==> src/rtl/fetch_stage_if.sv <==
// fetch_stage_if: instruction-memory, redirect and decode-side signals
// of the fetch stage; master = fetch side, slave = memory/decode side.
interface fetch_stage_if;
  logic        inst_req;
  logic [31:0] inst_addr;
  logic        inst_addr_ok;
  logic [31:0] inst_rdata;
  logic        inst_data_ok;
  logic        branch;
  logic        branch_ack;
  logic [31:0] branch_pc;
  logic        ready_i;
  logic        valid_o;
  logic [31:0] pc_o;
  logic [31:0] inst_o;

  modport master (
    output inst_req,
    output inst_addr,
    input  inst_addr_ok,
    input  inst_rdata,
    input  inst_data_ok,
    input  branch,
    output branch_ack,
    input  branch_pc,
    input  ready_i,
    output valid_o,
    output pc_o,
    output inst_o
  );

  modport slave (
    input  inst_req,
    input  inst_addr,
    output inst_addr_ok,
    output inst_rdata,
    output inst_data_ok,
    output branch,
    input  branch_ack,
    output branch_pc,
    output ready_i,
    input  valid_o,
    input  pc_o,
    input  inst_o
  );
endinterface

==> src/rtl/fetch_stage.sv <==
// fetch_stage: PC generation, one-outstanding instruction requests and a
// 2-entry in-order {pc, inst} buffer feeding decode, with delay-slot redirect.
// Ports: clk; resetn (async, active-low); bus (fetch_stage_if.master):
//   inst_req/inst_addr/inst_addr_ok  request, inst_rdata/inst_data_ok response,
//   branch/branch_pc/branch_ack  redirect, valid_o/ready_i/pc_o/inst_o  head.
module fetch_stage #(
  parameter logic [31:0] RESET_PC = 32'hbfc00000
) (
  input logic           clk,
  input logic           resetn,
  fetch_stage_if.master bus
);

  typedef struct packed {
    logic [31:0] pc;
    logic [31:0] inst;
  } fq_ent_t;

  logic [31:0] fetch_pc_q;
  logic [31:0] fetch_pc_d;
  logic        outst_q;
  logic        outst_d;
  logic [31:0] req_pc_q;
  logic [31:0] req_pc_d;
  fq_ent_t     fq_q [2];
  fq_ent_t     fq_d [2];
  logic        rd_ptr_q;
  logic        rd_ptr_d;
  logic        wr_ptr_q;
  logic        wr_ptr_d;
  logic [1:0]  cnt_q;
  logic [1:0]  cnt_d;

  logic    req;
  logic    valid;
  logic    ack;
  logic    req_fire;
  logic    rsp_fire;
  logic    pop;
  logic    redir;
  fq_ent_t head;

  // Requests are gated by resetn so the bus is quiet while reset is held.
  // Only one request may be in flight, and only when its response has a
  // free slot, so count + outstanding never exceeds 2.
  always_comb begin
    valid    = (cnt_q != 2'd0);
    req      = resetn && !outst_q && (cnt_q < 2'd2);
    ack      = valid && ((cnt_q == 2'd2) || outst_q);
    head     = fq_q[rd_ptr_q];
    req_fire = req && bus.inst_addr_ok;
    rsp_fire = bus.inst_data_ok && outst_q;
    pop      = valid && bus.ready_i;
    redir    = bus.branch && ack;
  end

  always_comb begin
    fetch_pc_d = fetch_pc_q;
    outst_d    = outst_q;
    req_pc_d   = req_pc_q;
    fq_d[0]    = fq_q[0];
    fq_d[1]    = fq_q[1];
    rd_ptr_d   = rd_ptr_q;
    wr_ptr_d   = wr_ptr_q;
    cnt_d      = cnt_q;

    // A redirect implies ack, which implies no request is offered,
    // so the two PC updates never coincide.
    unique case (1'b1)
      redir: begin
        fetch_pc_d = {bus.branch_pc[31:2], 2'b00};
      end
      req_fire: begin
        fetch_pc_d = fetch_pc_q + 32'd4;
        req_pc_d   = fetch_pc_q;
        outst_d    = 1'b1;
      end
      default: begin
      end
    endcase

    if (rsp_fire) begin
      fq_d[wr_ptr_q] = '{pc: req_pc_q, inst: bus.inst_rdata};
      wr_ptr_d       = ~wr_ptr_q;
      outst_d        = 1'b0;
    end

    if (pop) begin
      rd_ptr_d = ~rd_ptr_q;
    end

    unique case ({rsp_fire, pop})
      2'b10:   cnt_d = cnt_q + 2'd1;
      2'b01:   cnt_d = cnt_q - 2'd1;
      default: cnt_d = cnt_q;
    endcase
  end

  always_ff @(posedge clk or negedge resetn) begin
    if (!resetn) begin
      fetch_pc_q <= RESET_PC;
      outst_q    <= 1'b0;
      req_pc_q   <= '0;
      fq_q[0]    <= '0;
      fq_q[1]    <= '0;
      rd_ptr_q   <= 1'b0;
      wr_ptr_q   <= 1'b0;
      cnt_q      <= 2'd0;
    end else begin
      fetch_pc_q <= fetch_pc_d;
      outst_q    <= outst_d;
      req_pc_q   <= req_pc_d;
      fq_q[0]    <= fq_d[0];
      fq_q[1]    <= fq_d[1];
      rd_ptr_q   <= rd_ptr_d;
      wr_ptr_q   <= wr_ptr_d;
      cnt_q      <= cnt_d;
    end
  end

  assign bus.inst_req   = req;
  assign bus.inst_addr  = fetch_pc_q;
  assign bus.branch_ack = ack;
  assign bus.valid_o    = valid;
  assign bus.pc_o       = head.pc;
  assign bus.inst_o     = head.inst;

endmodule

==> src/flat_wrapper.sv <==
// flat-port wrapper written by rule: the top's interface ports become plain ports
module fetch_stage_flat 
#(
  parameter logic [31:0] RESET_PC = 32'hbfc00000
)
  (clk, resetn, bus_inst_req, bus_inst_addr, bus_inst_addr_ok, bus_inst_rdata, bus_inst_data_ok, bus_branch, bus_branch_ack, bus_branch_pc, bus_ready_i, bus_valid_o, bus_pc_o, bus_inst_o);
  fetch_stage_if bus_i ();
  input logic clk;
  input logic resetn;
  output wire logic [$bits(bus_i.inst_req)-1:0] bus_inst_req;
  output wire logic [$bits(bus_i.inst_addr)-1:0] bus_inst_addr;
  input wire logic [$bits(bus_i.inst_addr_ok)-1:0] bus_inst_addr_ok;
  input wire logic [$bits(bus_i.inst_rdata)-1:0] bus_inst_rdata;
  input wire logic [$bits(bus_i.inst_data_ok)-1:0] bus_inst_data_ok;
  input wire logic [$bits(bus_i.branch)-1:0] bus_branch;
  output wire logic [$bits(bus_i.branch_ack)-1:0] bus_branch_ack;
  input wire logic [$bits(bus_i.branch_pc)-1:0] bus_branch_pc;
  input wire logic [$bits(bus_i.ready_i)-1:0] bus_ready_i;
  output wire logic [$bits(bus_i.valid_o)-1:0] bus_valid_o;
  output wire logic [$bits(bus_i.pc_o)-1:0] bus_pc_o;
  output wire logic [$bits(bus_i.inst_o)-1:0] bus_inst_o;
  assign bus_inst_req = bus_i.inst_req;
  assign bus_inst_addr = bus_i.inst_addr;
  assign bus_i.inst_addr_ok = bus_inst_addr_ok;
  assign bus_i.inst_rdata = bus_inst_rdata;
  assign bus_i.inst_data_ok = bus_inst_data_ok;
  assign bus_i.branch = bus_branch;
  assign bus_branch_ack = bus_i.branch_ack;
  assign bus_i.branch_pc = bus_branch_pc;
  assign bus_i.ready_i = bus_ready_i;
  assign bus_valid_o = bus_i.valid_o;
  assign bus_pc_o = bus_i.pc_o;
  assign bus_inst_o = bus_i.inst_o;
  fetch_stage #(.RESET_PC(RESET_PC)) u_core (.clk(clk), .resetn(resetn), .bus(bus_i));
endmodule
==> config.mk <==
export PLATFORM = sky130hd
export DESIGN_NAME = fetch_stage_flat
export DESIGN_NICKNAME = d
export VERILOG_FILES = /design/src/rtl/fetch_stage_if.sv /design/src/rtl/fetch_stage.sv /design/src/flat_wrapper.sv
export SDC_FILE = /design/constraint.sdc
export NUM_CORES = 1
export LEC_CHECK = 0
export BUFFER_PORTS_ARGS = -buffer_cell sky130_fd_sc_hd__buf_4
export CAP_MARGIN = 25
export CORE_UTILIZATION = 40
export DETAILED_ROUTE_END_ITERATION = 16
export PLACE_DENSITY = 0.61
export SLEW_MARGIN = 5
export SYNTH_ARGS = -nofsm -noshare
export SYNTH_HDL_FRONTEND = slang
export SYNTH_SLANG_ARGS = --single-unit
==> constraint.sdc <==
create_clock -name clk -period 4.38 [get_ports clk]
set_input_delay 0.876 -clock clk [delete_from_list [all_inputs] [get_ports clk]]
set_output_delay 0.876 -clock clk [all_outputs]
set_load 0.01 [all_outputs]
==> metrics, run 1 <==
status completed; Slowest-stage cell, CP buf_4; max-slew violations 0; peak supply drop 0.274 mV; vias in the first global route 6070; Detailed Routing Iterations Pass 1 4; post-CTS sizing 0; Req. time, crit path approximately 3500 ps; vias per cell roughly 5.3; Max Root-Sink Buffers 2; YS warnings 0; WL/cell between 15 and 20 um; Clock Latency Late Sink 420 ps; R2R depth 5; Detailed Place HPWL 13.4 mm; Synth area leader dfrtp_1; Global Route Usage Sum 19.3%; Worst Clk Skew 6.73 ps; slowest stage delay, CP approximately 700 ps; vias post-DR around 5900; Num CTS Buffers 17; CTS Sinks 189; Root Driver clkbuf_16; die width 147 um; core area 20500 um^2; drt drc 0; total power 0.00793 W; Crit path arrival time 2080 ps; FFs w/ async S/R, synth between 90% and 100%; Post-synth EDFFs 0; CTS tree yes; Syn-to-layout area delta 25.0%; layout cells sized above 1 48.2%; Fmax achieved 339 MHz; reg2reg start u_core.cnt_q[0]; post-synth top area share 53.2%; crit path cell chain buf_4 -> mux2_2 -> buf_4; min-delay worst type primary input to async pin; top cells by area, synth dfrtp_1 53%, mux2_2 25%, nand2_1 4.7%; Slew headroom 39.9%; worst slew pin tran 901 ps; Final period util 67.4%; Leakage roughly 4.9 nW; capture instance of the worst register-to-register path u_core.bus.inst_addr[18]; PortBufs 162; CTS H-tree depth 4; global-route wire length before repair 32.6 mm; Post-synth top cells 185 x mux2_2, 180 x dfrtp_1, 106 x nand2_1; Tmin final 2950 ps; Post-Syn Area ~8500 um^2; placed cell areas 9920 um^2; First DRT Iteration DRCs 245; placed cells between 1000 and 1500; Placer Congestion 0.791; setup violation total in the final timing report 0; critical path fanouts, max 63; pre-CTS WS 1090 ps; Reg2Reg Setup Slack ~2000 ps; final hold violation count 0; Total Wirelength 20.2 mm; top_reg_cell synth dfrtp_1; Die Ht between 100 and 150 um; nets 915; register area share after synthesis 56.0%; cell with the most instances after synthesis mux2_2; Setup crit start kind flip-flop; Mapped Cells 691; FP Rows 52; setup bufs post-CTS 0; Synth Area per Inst around 12 um^2; RSZ-0062 raised after global routing no; starting density of the core just over 40%; clock-pin slew on the worst setup and hold paths 70 ps; GR Overflow Total 0; post-route insts no fill 1126; final instance area 10600 um^2; crit path capture type primary output; fill count 1833; # IOs around 170; PD cells 749 nW/um^2; Ant. Diodes 0; initial antenna violation count 0; count of different cell masters after synthesis 53; CP most frequent cell buf_4; Setup TNS 0 ps; post-cts hold buffer count 0; Worst Setup Slack, final 1430 ps; Synth Register Bits between 150 and 200; max_cap viols 0; largest net degree at the start of global routing 84; WS Path Type flip-flop to primary output; post-route ant nets 0; Die Footprint 21700 um^2
## sequential cells by signal (all words and copies together), names as in the netlist
signal                count
u_core.req_pc_q          30
u_core.rd_ptr_q           1
u_core.wr_ptr_q           1
u_core.bus.inst_addr     30
u_core.outst_q            1
u_core.fq_q             124
u_core.cnt_q              2
## worst max-delay path by stage
stage                                to            start  depth (start not counted)  slack, ps
2_1_floorplan  u_core.bus.inst_addr[14]           resetn                          6       2010
3_3_place_gp            u_core.rd_ptr_q           resetn                          3       1220
3_5_place_dp            u_core.rd_ptr_q           resetn                          3       1090
4_1_cts                    bus_pc_o[19]  u_core.rd_ptr_q                          3       1350
5_1_grt                    bus_pc_o[19]  u_core.rd_ptr_q                          3       1280
6_report                   bus_pc_o[19]  u_core.rd_ptr_q                          3       1430
## per-stage QoR
step,hold WS [ps],util [%]
2_1_floorplan,444,-
3_3_place_gp,460,48.4
3_5_place_dp,470,48.4
4_1_cts,349,51.2
5_1_grt,354,51.6
6_report,353,51.6
## kinds of logic (layout without fill, tap and decap cells)
logic type / count (synthesis) / in the layout / share of synthesized area [%]
XOR/XNOR: 4 / 4 / 0.414
buffers and inverters: 47 / 209 / 2.26
multiplexers: 188 / 188 / 25.0
AND/OR/NAND/NOR: 198 / 198 / 11.0
other: 1 / 4 / 0.0443
flip-flops: 189 / 189 / 56.0
AO/OA/AOI/OAI: 62 / 62 / 4.94
adder cells (fa/ha/maj): 2 / 2 / 0.296
## report_power, final
group / internal, W / total [W] / switching (W)
clock network: 0.000797 / 0.00146 / 0.000662
logic: 0.00180 / 0.00323 / 0.00143
registers: 0.00260 / 0.00323 / 0.000632
## layout make-up
cell class,count,area [um^2],area share (%)
clock buffers,18,439,4.15
clock inverters,14,120,1.14
inverters,4,15.0,0.142
multi-input cells,458,3550,33.6
flip-flops and latches,189,4740,44.8
well taps,270,338,3.19
repair buffers,173,1370,13.0
## routing by layer
| metal | vias up | track usage (%) | part of all wire (%) |
|---|---|---|---|
| li1 | 2760 | - | - |
| met1 | 2975 | 26.2 | 46 |
| met2 | 167 | 31.6 | 48 |
| met3 | 15 | 3.15 | 4.2 |
| met4 | 0 | 6.34 | 1.2 |
| met5 | - | 0 | 0 |
## cells in the final DEF, fill, tap and decap left out, types with 3 or more instances in the layout
cell type | synthesis | routed
nor3_1 | 9 | 9
a311oi_1 | 5 | 5
a21oi_1 | 13 | 13
dfstp_2 | 9 | 9
conb_1 | 1 | 4
and2_1 | 5 | 4
clkinvlp_4 | 0 | 4
o21ai_0 | 14 | 14
nor4_1 | 4 | 4
nand2_1 | 106 | 106
a211oi_1 | 4 | 4
clkinv_2 | 0 | 5
o22ai_1 | 5 | 5
buf_4 | 4 | 168
inv_1 | 4 | 4
dfrtp_1 | 180 | 179
nand3_1 | 13 | 12
nand4_1 | 14 | 14
clkbuf_16 | 0 | 17
and3_1 | 3 | 3
o211ai_1 | 3 | 3
clkinv_4 | 0 | 3
mux2i_1 | 3 | 3
nor2_1 | 26 | 26
mux2_2 | 185 | 185
or2_2 | 4 | 4
## worst max-delay path, delay by kind of cell (launching register included)
family	cells	cell delay, ps
flip-flops	1	340
multiplexers	1	450
buffers and inverters	2	850
Note: power is estimated with default switching activity, not from simulation.
==> run 2: changes to the inputs <==
- PLACE_DENSITY: 0.61 -> 0.63
- clock period: 4.38 -> 2.4 ns (I/O delays scaled with it)
==> metrics, run 2 (synthesis gave the netlist of run 1 again) <==
nets 925; die width 147 um; Placer Congestion slightly below 0.8; slowest stage delay, CP ~400 ps; most frequent cells in the layout 185 x mux2_2, 179 x dfrtp_1, 175 x buf_4, 106 x nand2_1, 26 x nor2_1; FP Rows 52; crit path cell chain buf_12 -> mux2_2 -> buf_4; Syn-to-layout area delta 26.4%; crit path capture type primary output; Fmax achieved 451 MHz; drt drc 0; # IOs 169; vias post-DR 5842; min-delay worst type primary input to flip-flop; PortBufs 162; max-slew violations 0; layout cells sized above 1 48.8%; Leakage 5.00 nW; Largest register FFs 124; Max Root-Sink Buffers 2; WL/cell 16.6 um; fill count 1852; largest net degree at the start of global routing 190; final hold violation count 0; Top reg by flops u_core.fq_q; Sw Ratio 34.4%; core area 20500 um^2; Total Wirelength 18.8 mm; Die Footprint between 20000 and 25000 um^2; initial antenna violation count 0; Die Ht between 100 and 150 um; WS Path Type flip-flop to primary output; Req. time, crit path 1920 ps; Detailed Place HPWL around 12 mm; Setup TNS 0 ps; post-CTS sizing 0; post-route ant nets 0; setup violation total in the final timing report 0; status completed; CTS tree yes; Setup crit start kind flip-flop; RSZ-0062 raised after global routing no; Flop pwr share 39.7%; Worst Setup Slack, final 182 ps; global-route wire length before repair 31.1 mm; setup bufs post-CTS 0; vias per cell 5.14; Worst Clk Skew 10.6 ps; Global Route Usage Sum 18.3%; Comb power frac 41.6%; Slew headroom 32.3%; Tmin final around 2200 ps; Crit path arrival time 1740 ps; most common library cell in the layout ignoring fill and taps mux2_2; critical path fanouts, max 63; clock-pin slew on the worst setup and hold paths ~80 ps; Crit path max-delay family buffers and inverters; worst slew pin tran 1010 ps; Slowest-stage cell, CP mux2_2; Internal between 0.009 and 0.01 W; First DRT Iteration DRCs roughly 260; NetSw between 0.005 and 0.006 W; vias in the first global route 5861; Clk pwr share 18.7%; max_cap viols 0; Buf+Inv Stages, Crit Path 2; Num CTS Buffers 17; PD cells 1360 nW/um^2; Final period util 92.4%; post-cts hold buffer count 0; pre-CTS WS just over 200 ps; Clock Latency Late Sink 430 ps; CTS Sinks around 190; Root Driver clkbuf_16; Ant. Diodes 0; CTS H-tree depth 4; GR Overflow Total 0; starting density of the core 41.3%; peak supply drop 0.565 mV; Detailed Routing Iterations Pass 1 6
[run 2: changes by cell type in the layout (fill, tap and decap cells not counted)]
cell / before / now
clkinvlp_4: 4 / 3
buf_12: 2 / 7
clkinv_2: 5 / 0
clkinv_8: 0 / 2
buf_16: 2 / 0
inv_8: 0 / 4
buf_4: 168 / 175
bufinv_16: 1 / 0
clkbuf_8: 2 / 1
inv_6: 1 / 3
[run 2: power groups by stage]
| stage | sequential [W] | clock [W] | combinational [W] |
|---|---|---|---|
| global placement | 0.00578 | 0 | 0.00606 |
| floorplan | 0.00562 | 0 | 0.00354 |
| detailed placement | 0.00583 | 0 | 0.00613 |
| global route | 0.00600 | 0.00294 | 0.00660 |
| CTS | 0.00578 | 0.00282 | 0.00616 |
| finish | 0.00578 | 0.00272 | 0.00606 |
[run 2: worst reg2reg max path: stages (launching register included)]
cell and delay [ps]:
dfrtp_1 440, ha_1 240, nand3_2 100, or4_4 590, nor3_4 340, nand3_1 120
a31o_2 250
[run 2: layer usage]
| layer | up-vias | global-route usage (%) | part of all wire, % |
|---|---|---|---|
| li1 | 2781 | - | - |
| met1 | 2868 | 26.8 | 49 |
| met2 | 175 | 27.4 | 45 |
| met3 | 18 | 3.36 | 4.8 |
| met4 | 0 | 5.82 | 1.3 |
| met5 | - | 0 | 0 |
[run 2: worst paths after layout]
kind	startpoint	end	slack (ps)	depth (start not counted)
setup / recovery	u_core.rd_ptr_q	bus_pc_o[15]	180	3
hold / removal	bus_branch_pc[8]	u_core.bus.inst_addr[8]	250	3
max in group asynchronous	resetn	u_core.fq_q[66]	1370	2
hold reg to reg	u_core.fq_q[49]	u_core.fq_q[49]	490	2
setup reg to reg	u_core.bus.inst_addr[2]	u_core.bus.inst_addr[30]	230	6
min in group asynchronous	resetn	u_core.fq_q[25]	290	2
[run 2: layout make-up]
class / instances / area [um^2] / area share (%)
clock buffer: 17 / 425 / 3.98
clock inverter: 15 / 153 / 1.43
inverter: 4 / 15.0 / 0.140
multi-input combinational: 458 / 3550 / 33.2
sequential: 189 / 4740 / 44.3
tap: 270 / 338 / 3.16
timing repair buffer: 183 / 1470 / 13.7
[run 2: metrics by stage]
step                area [um^2]  util (%)  total power (W)  hold slack, ps  cells
detailed placement        10100      49.4           0.0120             475   1104
global route              10700      52.2           0.0155             234   1136
global placement          10100      49.4           0.0118             459   1104
CTS                       10700      52.2           0.0148             230   1136
floorplan                  8470         -          0.00917             184    694
finish                    10700      52.2           0.0146             252   1136
==> run 3: changes to the inputs <==
==> constraint.sdc (replaced) <==
create_clock -name clk -period 2.4 [get_ports clk]
set_input_delay 0.48 -clock clk [delete_from_list [all_inputs] [get_ports clk]]
set_output_delay 0.48 -clock clk [all_outputs]
set_load 0.05 [all_outputs]
==> metrics, run 3 (synthesis gave the netlist of run 1 again) <==
initial antenna violation count 0; placed cells around 1100; post-route insts no fill 1137; Placer Congestion 0.815; starting density of the core between 40% and 50%; most frequent cells in the layout 185 x mux2_2, 177 x buf_4, 177 x dfrtp_1, 106 x nand2_1, 26 x nor2_1; Reg2Reg Setup Slack 270 ps; Leakage 5.00 nW; min-delay worst type primary input to async pin; multi-input logic area 3560 um^2; critical path fanouts, max 26; Total Wirelength 19.4 mm; vias post-DR 5937; Crit path arrival time 1840 ps; Final Util 52.2%; Worst Clk Skew ~9.5 ps; Die Footprint 21700 um^2; Req. time, crit path 1920 ps; post-cts hold buffer count 0; RSZ-0062 raised after global routing no; Num CTS Buffers 17; die width 147 um; Detailed Place HPWL around 13 mm; Global Route Usage Sum 18.6%; worst hold margin roughly 250 ps; fill count approximately 1800; clock-pin slew on the worst setup and hold paths 70 ps; largest net degree at the start of global routing between 150 and 200; GR Overflow Total 0; Root Driver clkbuf_16; max_cap viols 0; Largest register FFs between 100 and 150; global-route wire length before repair roughly 31 mm; total power between 0.015 and 0.02 W; crit path capture type primary output; Fmax achieved between 400 and 500 MHz; Ant. Diodes 0; Top reg by flops u_core.fq_q; Tmin final about 2300 ps; drt drc 0; worst slew pin tran 1040 ps; # IOs around 170; WS Path Type flip-flop to primary output; nets 926; CTS Sinks 189; Slew headroom 30.6%; Syn-to-layout area delta 26.5%; FP Rows 52; Setup crit start kind flip-flop; Detailed Routing Iterations Pass 1 4; post-CTS sizing 0; setup bufs post-CTS 0; post-route ant nets 0; vias per cell between 5 and 6; Final period util 96.8%; First DRT Iteration DRCs 265; CTS tree yes; status completed; WL/cell around 17 um; Clock Latency Late Sink between 400 and 500 ps; Reg area around 4700 um^2; PD cells 1660 nW/um^2; most common library cell in the layout ignoring fill and taps mux2_2; max-slew violations 0; final hold violation count 0; Setup TNS 0 ps; setup violation total in the final timing report 0; PortBufs 162; peak supply drop between 0.8 and 0.9 mV; core area 20500 um^2; layout cells sized above 1 49.3%; Die Ht 147 um; Max Root-Sink Buffers 2; CTS H-tree depth 4; vias in the first global route 5865
-- run 3: path summary, 6_finish.rpt --
path / from / endpoint / cells past startpoint
setup / recovery: u_core.rd_ptr_q / bus_pc_o[29] / 3
hold / removal: resetn / u_core.rd_ptr_q / 2
setup reg to reg: u_core.cnt_q[1] / u_core.bus.inst_addr[30] / 5
hold reg to reg: u_core.fq_q[49] / u_core.fq_q[49] / 2
max in group asynchronous: resetn / u_core.bus.inst_addr[2] / 2
min in group clk: bus_branch_pc[20] / u_core.bus.inst_addr[20] / 2
-- run 3: power by group --
group / leakage [nW] / total [W] / switching (W) / internal [W]
sequential: 2.31 / 0.00585 / 0.00110 / 0.00475
combinational: 2.42 / 0.00916 / 0.00567 / 0.00349
clock: 0.278 / 0.00278 / 0.00127 / 0.00151
total: 5.00 / 0.0178 / 0.00804 / 0.00975
-- run 3: critical path, cell delays in order, from the launching register on --
cell     delay [ps]
dfrtp_2         560
buf_12          250
mux2_2          390
buf_4           200
-- run 3: metal layers --
metal | share of wire, % | track usage [%]
met4 | 0.89 | 5.00
met2 | 45 | 28.0
met3 | 5.1 | 4.35
met5 | 0 | 0
met1 | 49 | 26.8
-- run 3: layout make-up --
| cell class | count | area share, % |
|---|---|---|
| clock buffer | 19 | 4.23 |
| clock inverter | 13 | 1.25 |
| inverter | 4 | 0.140 |
| multi-input combinational | 458 | 33.2 |
| sequential | 189 | 44.3 |
| tap | 270 | 3.16 |
| timing repair buffer | 184 | 13.7 |
-- run 3: per-stage QoR --
step	setup slack [ps]	area (um^2)
3_3_place_gp	236	10100
5_1_grt	6.91	10700
3_5_place_dp	231	10100
6_report	75.7	10700
4_1_cts	46.4	10700
2_1_floorplan	43.3	8480
